## src/rtl/cpu_pkg.sv

```systemverilog
// Shared CPU front-end types and default widths.
// Used by the fetch sequencer, its bus interface and later pipeline stages.
package cpu_pkg;

  localparam int INSTR_BYTES = 4;
  localparam int DEF_PC_W    = 32;
  localparam int DEF_INSTR_W = 32;

  typedef enum logic [1:0] {
    ST_IDLE  = 2'd0,
    ST_FETCH = 2'd1,
    ST_HALT  = 2'd2
  } fetch_state_t;

endpackage

```

## src/rtl/fetch_sequencer_if.sv

```systemverilog
// Fetch bus: instruction-memory address/data plus the valid/ready decode handoff.
// master = fetch sequencer, slave = memory model / decode side.
interface fetch_sequencer_if
  import cpu_pkg::*;
#(
  parameter int PC_W    = DEF_PC_W,
  parameter int INSTR_W = DEF_INSTR_W
);

  logic [PC_W-1:0]    imem_pc;
  logic [INSTR_W-1:0] imem_instr;
  logic [INSTR_W-1:0] instr;
  logic [PC_W-1:0]    instr_pc;
  logic               instr_valid;
  logic               instr_ready;

  modport master (
    output imem_pc,
    input  imem_instr,
    output instr,
    output instr_pc,
    output instr_valid,
    input  instr_ready
  );

  modport slave (
    input  imem_pc,
    output imem_instr,
    input  instr,
    input  instr_pc,
    input  instr_valid,
    output instr_ready
  );

endinterface

```

## src/rtl/fetch_sequencer_out_reg.sv

```systemverilog
// One-entry valid/ready output register with flush; loads in the cycle after acceptance.
// Accepts new data while empty or while the held entry drains; flush drops the entry and any load.
module fetch_out_reg #(
  parameter int W = 64
) (
  input  logic         clk,
  input  logic         reset,
  input  logic         flush_i,
  input  logic         in_vld_i,
  input  logic [W-1:0] in_dat_i,
  output logic         in_rdy_o,
  output logic         out_vld_o,
  output logic [W-1:0] out_dat_o,
  input  logic         out_rdy_i
);

  logic         vld_q, vld_d;
  logic [W-1:0] dat_q, dat_d;

  assign in_rdy_o  = !vld_q || out_rdy_i;
  assign out_vld_o = vld_q;
  assign out_dat_o = dat_q;

  always_comb begin
    vld_d = vld_q;
    dat_d = dat_q;
    if (flush_i) begin
      vld_d = 1'b0;
    end else if (in_vld_i && in_rdy_o) begin
      vld_d = 1'b1;
      dat_d = in_dat_i;
    end else if (out_rdy_i) begin
      vld_d = 1'b0;
    end
  end

  always_ff @(posedge clk) begin
    if (reset) begin
      vld_q <= 1'b0;
      dat_q <= '0;
    end else begin
      vld_q <= vld_d;
      dat_q <= dat_d;
    end
  end

endmodule

```

## src/rtl/fetch_sequencer.sv

```systemverilog
// Fetch controller: owns the PC, reads the single-cycle imem, and hands words to decode.
// First word valid two edges after start; stalls PC and output while decode withholds ready.
module fetch_sequencer
  import cpu_pkg::*;
#(
  parameter int              PC_W      = DEF_PC_W,
  parameter int              INSTR_W   = DEF_INSTR_W,
  parameter int              NUM_INSTR = 9,
  parameter logic [PC_W-1:0] RESET_PC  = '0,
  parameter int              CNT_W     = 16
) (
  input  logic             clk,
  input  logic             reset,
  input  logic             start,
  input  logic             branch_taken,
  input  logic [PC_W-1:0]  branch_target,
  fetch_sequencer_if.master bus,
  output logic             busy,
  output logic             halted,
  output logic [CNT_W-1:0] fetch_count
);

  localparam logic [PC_W-1:0] END_PC = PC_W'(NUM_INSTR * INSTR_BYTES);
  localparam logic [PC_W-1:0] STEP   = PC_W'(INSTR_BYTES);

  fetch_state_t            state_q, state_d;
  logic [PC_W-1:0]         pc_q, pc_d;
  logic [CNT_W-1:0]        cnt_q, cnt_d;
  logic [PC_W-1:0]         pc_plus, br_pc;
  logic                    flush, load, cap, hs;
  logic [PC_W+INSTR_W-1:0] out_dat;
  logic                    unused_tgt_lsb;

  assign unused_tgt_lsb = ^branch_target[1:0];

  assign pc_plus = pc_q + STEP;
  assign br_pc   = {branch_target[PC_W-1:2], 2'b00};
  assign hs      = bus.instr_valid && bus.instr_ready;
  // Restart and redirect both invalidate whatever decode has not yet taken.
  assign flush   = start || (branch_taken && (state_q != ST_IDLE));
  assign load    = (state_q == ST_FETCH) && !flush;

  always_comb begin
    state_d = state_q;
    pc_d    = pc_q;
    if (start) begin
      state_d = ST_FETCH;
      pc_d    = RESET_PC;
    end else if (branch_taken && (state_q != ST_IDLE)) begin
      pc_d    = br_pc;
      state_d = (br_pc < END_PC) ? ST_FETCH : ST_HALT;
    end else if (load && cap) begin
      pc_d = pc_plus;
      if (pc_plus >= END_PC) begin
        state_d = ST_HALT;
      end
    end
    cnt_d = (hs && (cnt_q != {CNT_W{1'b1}})) ? cnt_q + CNT_W'(1) : cnt_q;
  end

  always_ff @(posedge clk) begin
    if (reset) begin
      state_q <= ST_IDLE;
      pc_q    <= RESET_PC;
      cnt_q   <= '0;
    end else begin
      state_q <= state_d;
      pc_q    <= pc_d;
      cnt_q   <= cnt_d;
    end
  end

  fetch_out_reg #(
    .W(PC_W + INSTR_W)
  ) u_out_reg (
    .clk       (clk),
    .reset     (reset),
    .flush_i   (flush),
    .in_vld_i  (load),
    .in_dat_i  ({pc_q, bus.imem_instr}),
    .in_rdy_o  (cap),
    .out_vld_o (bus.instr_valid),
    .out_dat_o (out_dat),
    .out_rdy_i (bus.instr_ready)
  );

  // pc_q only ever leaves RESET_PC after start, so it doubles as the IDLE address.
  assign bus.imem_pc              = pc_q;
  assign {bus.instr_pc, bus.instr} = out_dat;
  assign busy                     = (state_q == ST_FETCH);
  assign halted                   = (state_q == ST_HALT) && !bus.instr_valid;
  assign fetch_count              = cnt_q;

endmodule
```

## src/flat_wrapper.sv

```systemverilog
// flat-port wrapper written by rule: the top's interface ports become plain ports
module fetch_sequencer_flat import cpu_pkg::*;
#(
  parameter int              PC_W      = DEF_PC_W,
  parameter int              INSTR_W   = DEF_INSTR_W,
  parameter int              NUM_INSTR = 9,
  parameter logic [PC_W-1:0] RESET_PC  = '0,
  parameter int              CNT_W     = 16
)
  (clk, reset, start, branch_taken, branch_target, busy, halted, fetch_count, bus_imem_pc, bus_imem_instr, bus_instr, bus_instr_pc, bus_instr_valid, bus_instr_ready);
  fetch_sequencer_if #(.PC_W(PC_W), .INSTR_W(INSTR_W)) bus_i ();
  input  logic clk;
  input  logic reset;
  input  logic start;
  input  logic branch_taken;
  input  logic [PC_W-1:0] branch_target;
  output logic busy;
  output logic halted;
  output logic [CNT_W-1:0] fetch_count;
  output wire logic [$bits(bus_i.imem_pc)-1:0] bus_imem_pc;
  input wire logic [$bits(bus_i.imem_instr)-1:0] bus_imem_instr;
  output wire logic [$bits(bus_i.instr)-1:0] bus_instr;
  output wire logic [$bits(bus_i.instr_pc)-1:0] bus_instr_pc;
  output wire logic [$bits(bus_i.instr_valid)-1:0] bus_instr_valid;
  input wire logic [$bits(bus_i.instr_ready)-1:0] bus_instr_ready;
  assign bus_imem_pc = bus_i.imem_pc;
  assign bus_i.imem_instr = bus_imem_instr;
  assign bus_instr = bus_i.instr;
  assign bus_instr_pc = bus_i.instr_pc;
  assign bus_instr_valid = bus_i.instr_valid;
  assign bus_i.instr_ready = bus_instr_ready;
  fetch_sequencer #(.PC_W(PC_W), .INSTR_W(INSTR_W), .NUM_INSTR(NUM_INSTR), .RESET_PC(RESET_PC), .CNT_W(CNT_W)) u_core (.clk(clk), .reset(reset), .start(start), .branch_taken(branch_taken), .branch_target(branch_target), .bus(bus_i), .busy(busy), .halted(halted), .fetch_count(fetch_count));
endmodule
```

## config.mk

```make
export PLATFORM = sky130hd
export DESIGN_NAME = fetch_sequencer_flat
export DESIGN_NICKNAME = d
export VERILOG_FILES = /design/src/rtl/cpu_pkg.sv /design/src/rtl/fetch_sequencer_if.sv /design/src/rtl/fetch_sequencer_out_reg.sv /design/src/rtl/fetch_sequencer.sv /design/src/flat_wrapper.sv
export SDC_FILE = /design/constraint.sdc
export NUM_CORES = 1
export LEC_CHECK = 0
export CORE_MARGIN = 5
export CORE_UTILIZATION = 45
export DETAILED_ROUTE_END_ITERATION = 16
export HOLD_SLACK_MARGIN = 0.15
export PLACE_DENSITY = 0.77
export SETUP_SLACK_MARGIN = 0.15
export SKIP_LAST_GASP = 1
export SLEW_MARGIN = 20
export SYNTH_ARGS = -nofsm -noshare
export SYNTH_HDL_FRONTEND = slang
export SYNTH_HIERARCHICAL = 1
export SYNTH_SLANG_ARGS = --single-unit
```

## constraint.sdc

```tcl
create_clock -name clk -period 4.5 [get_ports clk]
set_input_delay 0.675 -clock clk [delete_from_list [all_inputs] [get_ports clk]]
set_output_delay 0.675 -clock clk [all_outputs]
set_load 0.02 [all_outputs]
```

* Word-level counts from Yosys, hierarchy flattened *
Cells that the tools add are included.

storage, ports and cells
  bits in registers = 115
  input bits = 69
  word-level logic and storage cells = 46

operators by class
  add/sub/neg operators = 2
  order comparisons = 2
  eq/ne operators = 3
  multiplexer cells = 9
  bitwise logic cells = 1
  reductions and logical operators = 22

operator list
  cell                                                                 number
  two-way mux 32 bit                                                   2
  adder 32 x 3 -> 32 bit (second input constant)                       1
  greater-or-equal comparator 32 x 6 -> 1 bit (second input constant)  1
  less-than comparator 32 x 6 -> 1 bit (second input constant)         1
  adder 16 x 1 -> 16 bit (second input constant)                       1
  inequality test 16 bit (second input constant)                       1
  two-way mux 2 bit                                                    4
  nonzero test 2 bit                                                   4
  logical AND 1 bit                                                    6
  AND reduction 2 bit                                                  3
  nonzero test 3 bit                                                   2
  OR reduction 2 bit                                                   2
  two-way mux 1 bit                                                    3
  OR reduction 3 bit                                                   1
  equality test 2 x 1 -> 1 bit (second input constant)                 1
  equality test 2 bit (second input constant)                          1
  logical NOT 1 bit                                                    2
  logical OR 1 bit                                                     2
  NOT 1 bit                                                            1

* Depth between registers and ports, before layout *
Gate-level depths: netlist of run 1.

  depth after elaboration = 9
  gate-level depth with buffers = 9

* By module *
Netlist of run 1, hierarchy kept.

modules (own cells, without submodules)
  module           times used  cells an instance  area each (µm²)  seq. area each (µm²)
  fetch_sequencer  1           424                3,106.7          960.9
  fetch_out_reg    1           283                2,966.6          1,301.2

* Least setup slack after synthesis of run 1 *
OpenSTA, ideal clock, no wires.

  kind = register to register
  from = register u_core.pc_q[2], in the netlist u_core/bus.imem_pc[2]
  to = register u_core.state_q[1]
  setup time = 0.120 ns
  arrival time = 2.638 ns
  required time = 4.380 ns
  path slack = 1.742 ns
  cell stages (with the launch flop) = 9
  path buffers = 0
  clock period less this slack = 2.758 ns
  path through = dfxtp_1 > ha_1 > nand4_1 > or3_4 > or4_4 > xor2_1 > o221a_1 > a31oi_1 > o31a_1

between the ends
  longest elaborated chain between the ends = 4

RTL lines
  what                                         RTL line               text
  start, declared                              fetch_sequencer.sv:27  logic [PC_W-1:0] pc_q, pc_d;
  start signal, assigned                       fetch_sequencer.sv:68  pc_q <= pc_d;
  adder 32 x 3 -> 32 bit                       fetch_sequencer.sv:36  assign pc_plus = pc_q + STEP;
  greater-or-equal comparator 32 x 6 -> 1 bit  fetch_sequencer.sv:54  if (pc_plus >= END_PC) begin
  nonzero test 2 bit (no source line)          n/a
  AND reduction 2 bit (no source line)         n/a
  end signal, assigned                         fetch_sequencer.sv:67  state_q <= state_d;
  end, declared                                fetch_sequencer.sv:26  fetch_state_t state_q, state_d;

No other way between the ends.
A chain may end at the register's enable or synchronous reset.

* Worst setup path in the final report of run 1 *
Ends and elaborated chain as after synthesis.

==> metrics.txt, run 1 <==
later-pin clock latency in the skew report=0.40 ns; share of post-route cells with drive strength above 1=0.0537; # hold bufs at CTS=0; total grt overflow=0; Fillers=1084; row count=42; Layout Cells excl Fill=1052; area leader, netlist=dfxtp_1; Setup crit start=u_core/bus.imem_pc[2]$_SDFFE_PP0P_; TritonCTS Buffers=17; Layout Area Growth over Synthesis=39.5%; antenna-violating nets left=0; Slew Limit Fails=0; IO Port Bufs=179; Via density=5.48; post-CTS setup buffer count=0; GP Congestion=0.912; Power per Cell Area=320 mW/mm^2; period utilization=0.695; reg-to-reg startpoint=u_core/bus.imem_pc[2]$_SDFFE_PP0P_; min cycle time layout=3.13 ns; Post-Syn Instances=707; DRT iter0 DRCs=520; Slew @ Worst Pin=1.06 ns; Crit path required time=4.79 ns; CTS tree=yes; nets@finish=936; Async SR Flop Fraction=0; top-area cell type share of the netlist area=0.372; most used cell, CP=nor4_1; synthesized area=0.00607 mm^2; die extent in x=126 um; overall routed net length=17.6 mm; total power=2.71 mW; worst vdd ir=0.000239 V; run status=finished, final reports clean; die height=126 um; vias in the first global route=5398; Starting Density=0.459; first-pass GRT wire length=27.8 mm; worst-path cell chain=ha_1 -> nand4_1 -> nor4_1 -> and3_1 -> o221ai_1 -> nor4_1 -> a31oi_1 -> o31a_1; RSZ-0062 raised after global routing=false; EDFF count, synth=0; endpoints failing setup=0; worst endpoint data arrival time=3.42 ns; # DRC=0; Fmax=320 MHz; Pre-Repair DR Iteration Count=6; DR vias=5765; Crit. End Element=flip-flop; Total GRT Usage=0.213; crit-path max FO=10; endpoints failing hold=0; slew margin rel.=0.290; Reg clk slew, reported paths=0.05 ns; CP top delay family=simple AND/OR/NAND/NOR gates; Avg Inst Size Synth=8.59 um^2; fin util=0.640; pin count of the biggest net entering global routing=110; DIE AREA=0.0159 mm^2; top_reg_cell synth=dfxtp_1; Seq/Total Area, Yosys=0.372; Antenna Cells=0; Seq cells post-synth=113; HP Start=u_core/u_out_reg/out_dat_o[23]$_SDFFE_PP0P_; Hold Path Class=flip-flop to flip-flop; hpwl dp=12.5 mm; Inst Count DP=1020; # H-tree levels=4; critical path's slowest cell=nor4_1; core area=0.0132 mm^2; YS warnings=6; clk root buf=clkbuf_16; Critical Path Source Type=flip-flop; WP buf/inv=0; LEAKAGE=2.72 nW; sequential cell area=0.00226 mm^2; Synth area leaders=dfxtp_1 (37%), nand2b_1 (14%), mux2i_1 (11%), nor2_1 (4.0%), nand2_1 (2.7%); initial antenna violation count=0; CP Class=flip-flop to flip-flop; wire per inst=16.7 um; synth unique cells=54; clock sinks=113; setup TNS=0 ns; maxcap violations=0; multi-input logic area=0.00348 mm^2; skew final=0.00494 ns; I/O pins=184; Clock Path Buffers=2; CP peak stage delay=0.61 ns; PostCTS Resize Cnt=0
[registers in the layout (all words and copies together) (netlist names)]
signal / flops
u_core/u_out_reg/out_vld_o: 1
u_core/bus.imem_pc: 30
u_core/fetch_count: 16
u_core/u_out_reg/out_dat_o: 64
u_core/state_q: 2
[cell usage in the layout (no fill, tap or decap), types with 16 or more instances in the layout]
| master | n |
|---|---|
| dfxtp_1 | 113 |
| xnor2_1 | 18 |
| clkdlybuf4s50_1 | 178 |
| nor3_1 | 24 |
| o21ai_0 | 25 |
| nand3_1 | 16 |
| clkbuf_16 | 17 |
| a21oi_1 | 20 |
| nand2_1 | 43 |
| nor2_1 | 64 |
| nand2b_1 | 132 |
| mux2i_1 | 66 |
[logic make-up (layout without fill, tap and decap cells)]
| group | count (synthesis) | after routing | share of synthesized area |
|---|---|---|---|
| xor+xnor | 26 | 26 | 0.0375 |
| fa+ha+maj | 4 | 4 | 0.00824 |
| other cells | 1 | 4 | 0.000617 |
| compound gates | 91 | 91 | 0.0972 |
| simple gates | 346 | 346 | 0.316 |
| mux | 67 | 67 | 0.111 |
| flops | 113 | 113 | 0.372 |
| buf+inv | 59 | 225 | 0.0569 |
[Yosys cell counts, types with 2 or more instances]
library cell	instances
nand2b_1	132
dfxtp_1	113
mux2i_1	66
nor2_1	64
nand2_1	43
clkbuf_1	30
o21ai_0	25
nor3_1	24
a21oi_1	20
xnor2_1	18
nand3_1	16
nand4_1	15
nor4_1	15
a31oi_1	13
a221oi_1	12
buf_2	9
inv_1	9
a22oi_1	8
xor2_1	8
buf_12	6
and3_1	5
nor3b_1	5
or3_1	5
and4_1	4
ha_1	4
and2_1	3
or2_2	3
buf_1	2
buf_4	2
nor2b_1	2
nor4_2	2
o31a_1	2
[power breakdown]
part | internal (mW) | leakage, nW | switching, mW | total, mW
sequential | 1.01 | 0.912 | 0.0189 | 1.03
clock | 0.993 | 0.315 | 0.457 | 1.45
combinational | 0.122 | 1.49 | 0.106 | 0.229
total | 2.13 | 2.72 | 0.582 | 2.71
[worst min-delay path, cell delays in order (launching register included)]
cell and delay, ns:
dfxtp_1 0.31, nand2b_1 0.06, mux2i_1 0.05
[final cells by class]
| type | instances | share of cell area |
|---|---|---|
| Clock inverter | 11 | 0.0217 |
| Timing Repair Buffer | 184 | 0.217 |
| Tap cell | 176 | 0.0260 |
| Clock buffer | 21 | 0.0532 |
| Sequential cell | 113 | 0.267 |
| Multi-Input combinational cell | 538 | 0.411 |
| Inverter | 9 | 0.00399 |
[stage by stage]
step / cell area (um^2) / hold slack [ns] / setup slack [ns]
final: 8470 / 0.468 / 1.37
after global routing: 8470 / 0.488 / 1.29
after CTS: 8470 / 0.472 / 1.46
after detailed placement: 7840 / 0.460 / 1.32
after global placement: 7840 / 0.457 / 1.36
after floorplan: 6080 / 0.528 / 1.74
[per-layer routing]
metal  share of wire  wire length, um  track usage
met1            0.44             7720        0.269
met2            0.46             8130        0.345
met3           0.080             1410       0.0597
met4           0.020              357       0.0864
met5               0                0            0
[final timing paths]
check	to	slack, ns	depth (start not counted)
worst max-delay path	u_core/state_q[1]$_SDFFE_PP0P_	1.37	8
worst max register to register	u_core/state_q[1]$_SDFFE_PP0P_	1.37	8
worst min-delay path	u_core/u_out_reg/out_dat_o[23]$_SDFFE_PP0P_	0.47	2
worst min register to register	u_core/u_out_reg/out_dat_o[23]$_SDFFE_PP0P_	0.47	2
(Power assumes the default switching activity.)
==> inputs of run 2 (changes only) <==
clock period = 3 ns   (was 4.5 ns; I/O delays follow)
==> run 2 against run 1 <==
  * Register-to-register slack worse by 1.1 ns
  * Final cell count is 2.3% higher
  * Final area is 1.5% higher
  * Clock power is 33% higher
  * Critical path type unchanged
  * Combinational power is 61% higher
  * Critical endpoint unchanged
  * Core utilization is 0.94 points higher
  * Non-clock buffer count is 25 higher
==> metrics.txt, run 2 (synthesis gave the netlist of run 1 again) <==
GP Congestion=0.879; run status=finished, final reports clean; CP Class=flip-flop to flip-flop; CP top delay family=simple AND/OR/NAND/NOR gates; DIE AREA=0.0159 mm^2; die extent in x=126 um; commonest cells after routing, fill and taps aside=clkdlybuf4s50_1 (178), nand2b_1 (132), dfxtp_1 (113); share of post-route cells with drive strength above 1=0.0811; Starting Density=0.459; Hold Path Class=flip-flop to flip-flop; antenna-violating nets left=0; DRT iter0 DRCs=581; multi-input logic area=0.00348 mm^2; Crit. End Element=flip-flop; setup TNS=0 ns; Crit path required time=3.30 ns; I/O pins=184; core area=0.0132 mm^2; post-CTS setup buffer count=0; Fmax=367 MHz; RSZ-0062 raised after global routing=false; # DRC=0; nets@finish=961; WP buf/inv=0; Total GRT Usage=0.223; pin count of the biggest net entering global routing=65; overall routed net length=18.3 mm; max reg flops=64; endpoints failing hold=0; # hold bufs at CTS=0; maxcap violations=0; Reg clk slew, reported paths=0.05 ns; total power=3.84 mW; row count=42; Clock Path Buffers=2; Slew Limit Fails=0; Layout Area Growth over Synthesis=41.6%; PostCTS Resize Cnt=0; min cycle time layout=2.73 ns; first-pass GRT wire length=29.2 mm; worst vdd ir=0.000353 V; Power per Cell Area=447 mW/mm^2; IO Port Bufs=179; crit-path max FO=10; TritonCTS Buffers=17; later-pin clock latency in the skew report=0.41 ns; LEAKAGE=2.82 nW; commonest non-fill, non-tap cell in the layout=clkdlybuf4s50_1; P_int=2.96 mW; total grt overflow=0; DR vias=5813; Clock power frac=0.503; CTS tree=yes; worst endpoint data arrival time=3.02 ns; hpwl dp=13.2 mm; vias in the first global route=5753; switching fraction of total power=0.228; period utilization=0.908; critical path's slowest cell=dfxtp_1; # H-tree levels=4; clock sinks=113; Pre-Repair DR Iteration Count=5; Slew @ Worst Pin=0.829 ns; part of the power in combinational logic=0.096; Fillers=1125; endpoints failing setup=0; Reg power frac=0.401; wire per inst=17.0 um; sequential cell area=0.00226 mm^2; Via density=5.40; Antenna Cells=0; worst-path cell chain=nand3_2 -> or3_4 -> or4_4 -> xor2_1 -> o221a_1 -> a31oi_1 -> o31a_1; CP peak stage delay=0.54 ns; die height=126 um; slew margin rel.=0.441; clk root buf=clkbuf_16; P_sw=877 uW; Critical Path Source Type=flip-flop; initial antenna violation count=0; skew final=0.00694 ns
[run 2: cell type report]
cell class	instances	area share
repair buffers	209	0.236
inverters	9	0.00393
flip-flops and latches	113	0.263
clock inverters	11	0.0132
clock buffers	20	0.0531
well taps	176	0.0256
multi-input cells	538	0.405
[run 2: power by group through the flow]
| stage | clock (mW) | sequential, mW | combinational (mW) |
|---|---|---|---|
| after floorplan | 0 | 1.59 | 0.172 |
| after global placement | 0 | 1.57 | 0.358 |
| after detailed placement | 0 | 1.57 | 0.365 |
| after CTS | 1.96 | 1.54 | 0.366 |
| after global routing | 2.04 | 1.54 | 0.393 |
| final | 1.93 | 1.54 | 0.368 |
[run 2: path summary, 6_finish.rpt]
| check | cells after the start | startpoint | endpoint | slack [ns] |
|---|---|---|---|---|
| worst min register to register | 2 | u_core/u_out_reg/out_dat_o[42]$_SDFFE_PP0P_ | u_core/u_out_reg/out_dat_o[42]$_SDFFE_PP0P_ | 0.47 |
| worst max-delay path | 7 | u_core/bus.imem_pc[12]$_SDFFE_PP0P_ | u_core/state_q[1]$_SDFFE_PP0P_ | 0.27 |
| worst min-delay path | 2 | u_core/u_out_reg/out_dat_o[42]$_SDFFE_PP0P_ | u_core/u_out_reg/out_dat_o[42]$_SDFFE_PP0P_ | 0.47 |
| worst max register to register | 7 | u_core/bus.imem_pc[12]$_SDFFE_PP0P_ | u_core/state_q[1]$_SDFFE_PP0P_ | 0.27 |
[run 2: worst register-to-register path: cells and delay by family, from the launching register on]
| family | cells | cell delay [ns] |
|---|---|---|
| simple gates | 3 | 1.25 |
| compound gates | 3 | 0.64 |
| xor+xnor | 1 | 0.18 |
| flops | 1 | 0.54 |
[run 2: stage by stage]
stage	cell area, um^2	setup WS [ns]	std cells	hold slack [ns]	util
after floorplan	6080	0.242	710	0.528	-
after global placement	8030	0.418	1045	0.457	0.606
after detailed placement	8030	0.349	1045	0.460	0.606
after CTS	8600	0.323	1076	0.474	0.649
after global routing	8600	0.157	1076	0.483	0.649
final	8600	0.275	1076	0.469	0.649
[run 2: per-layer routing]
metal / part of all wire / routed length, um / GRT usage / vias to the layer above
met5: 0 / 0 / 0 / -
met4: 0.021 / 387 / 0.0820 / 0
met2: 0.46 / 8370 / 0.359 / 258
met3: 0.075 / 1380 / 0.0542 / 38
met1: 0.45 / 8130 / 0.291 / 2697
li1: - / - / - / 2820
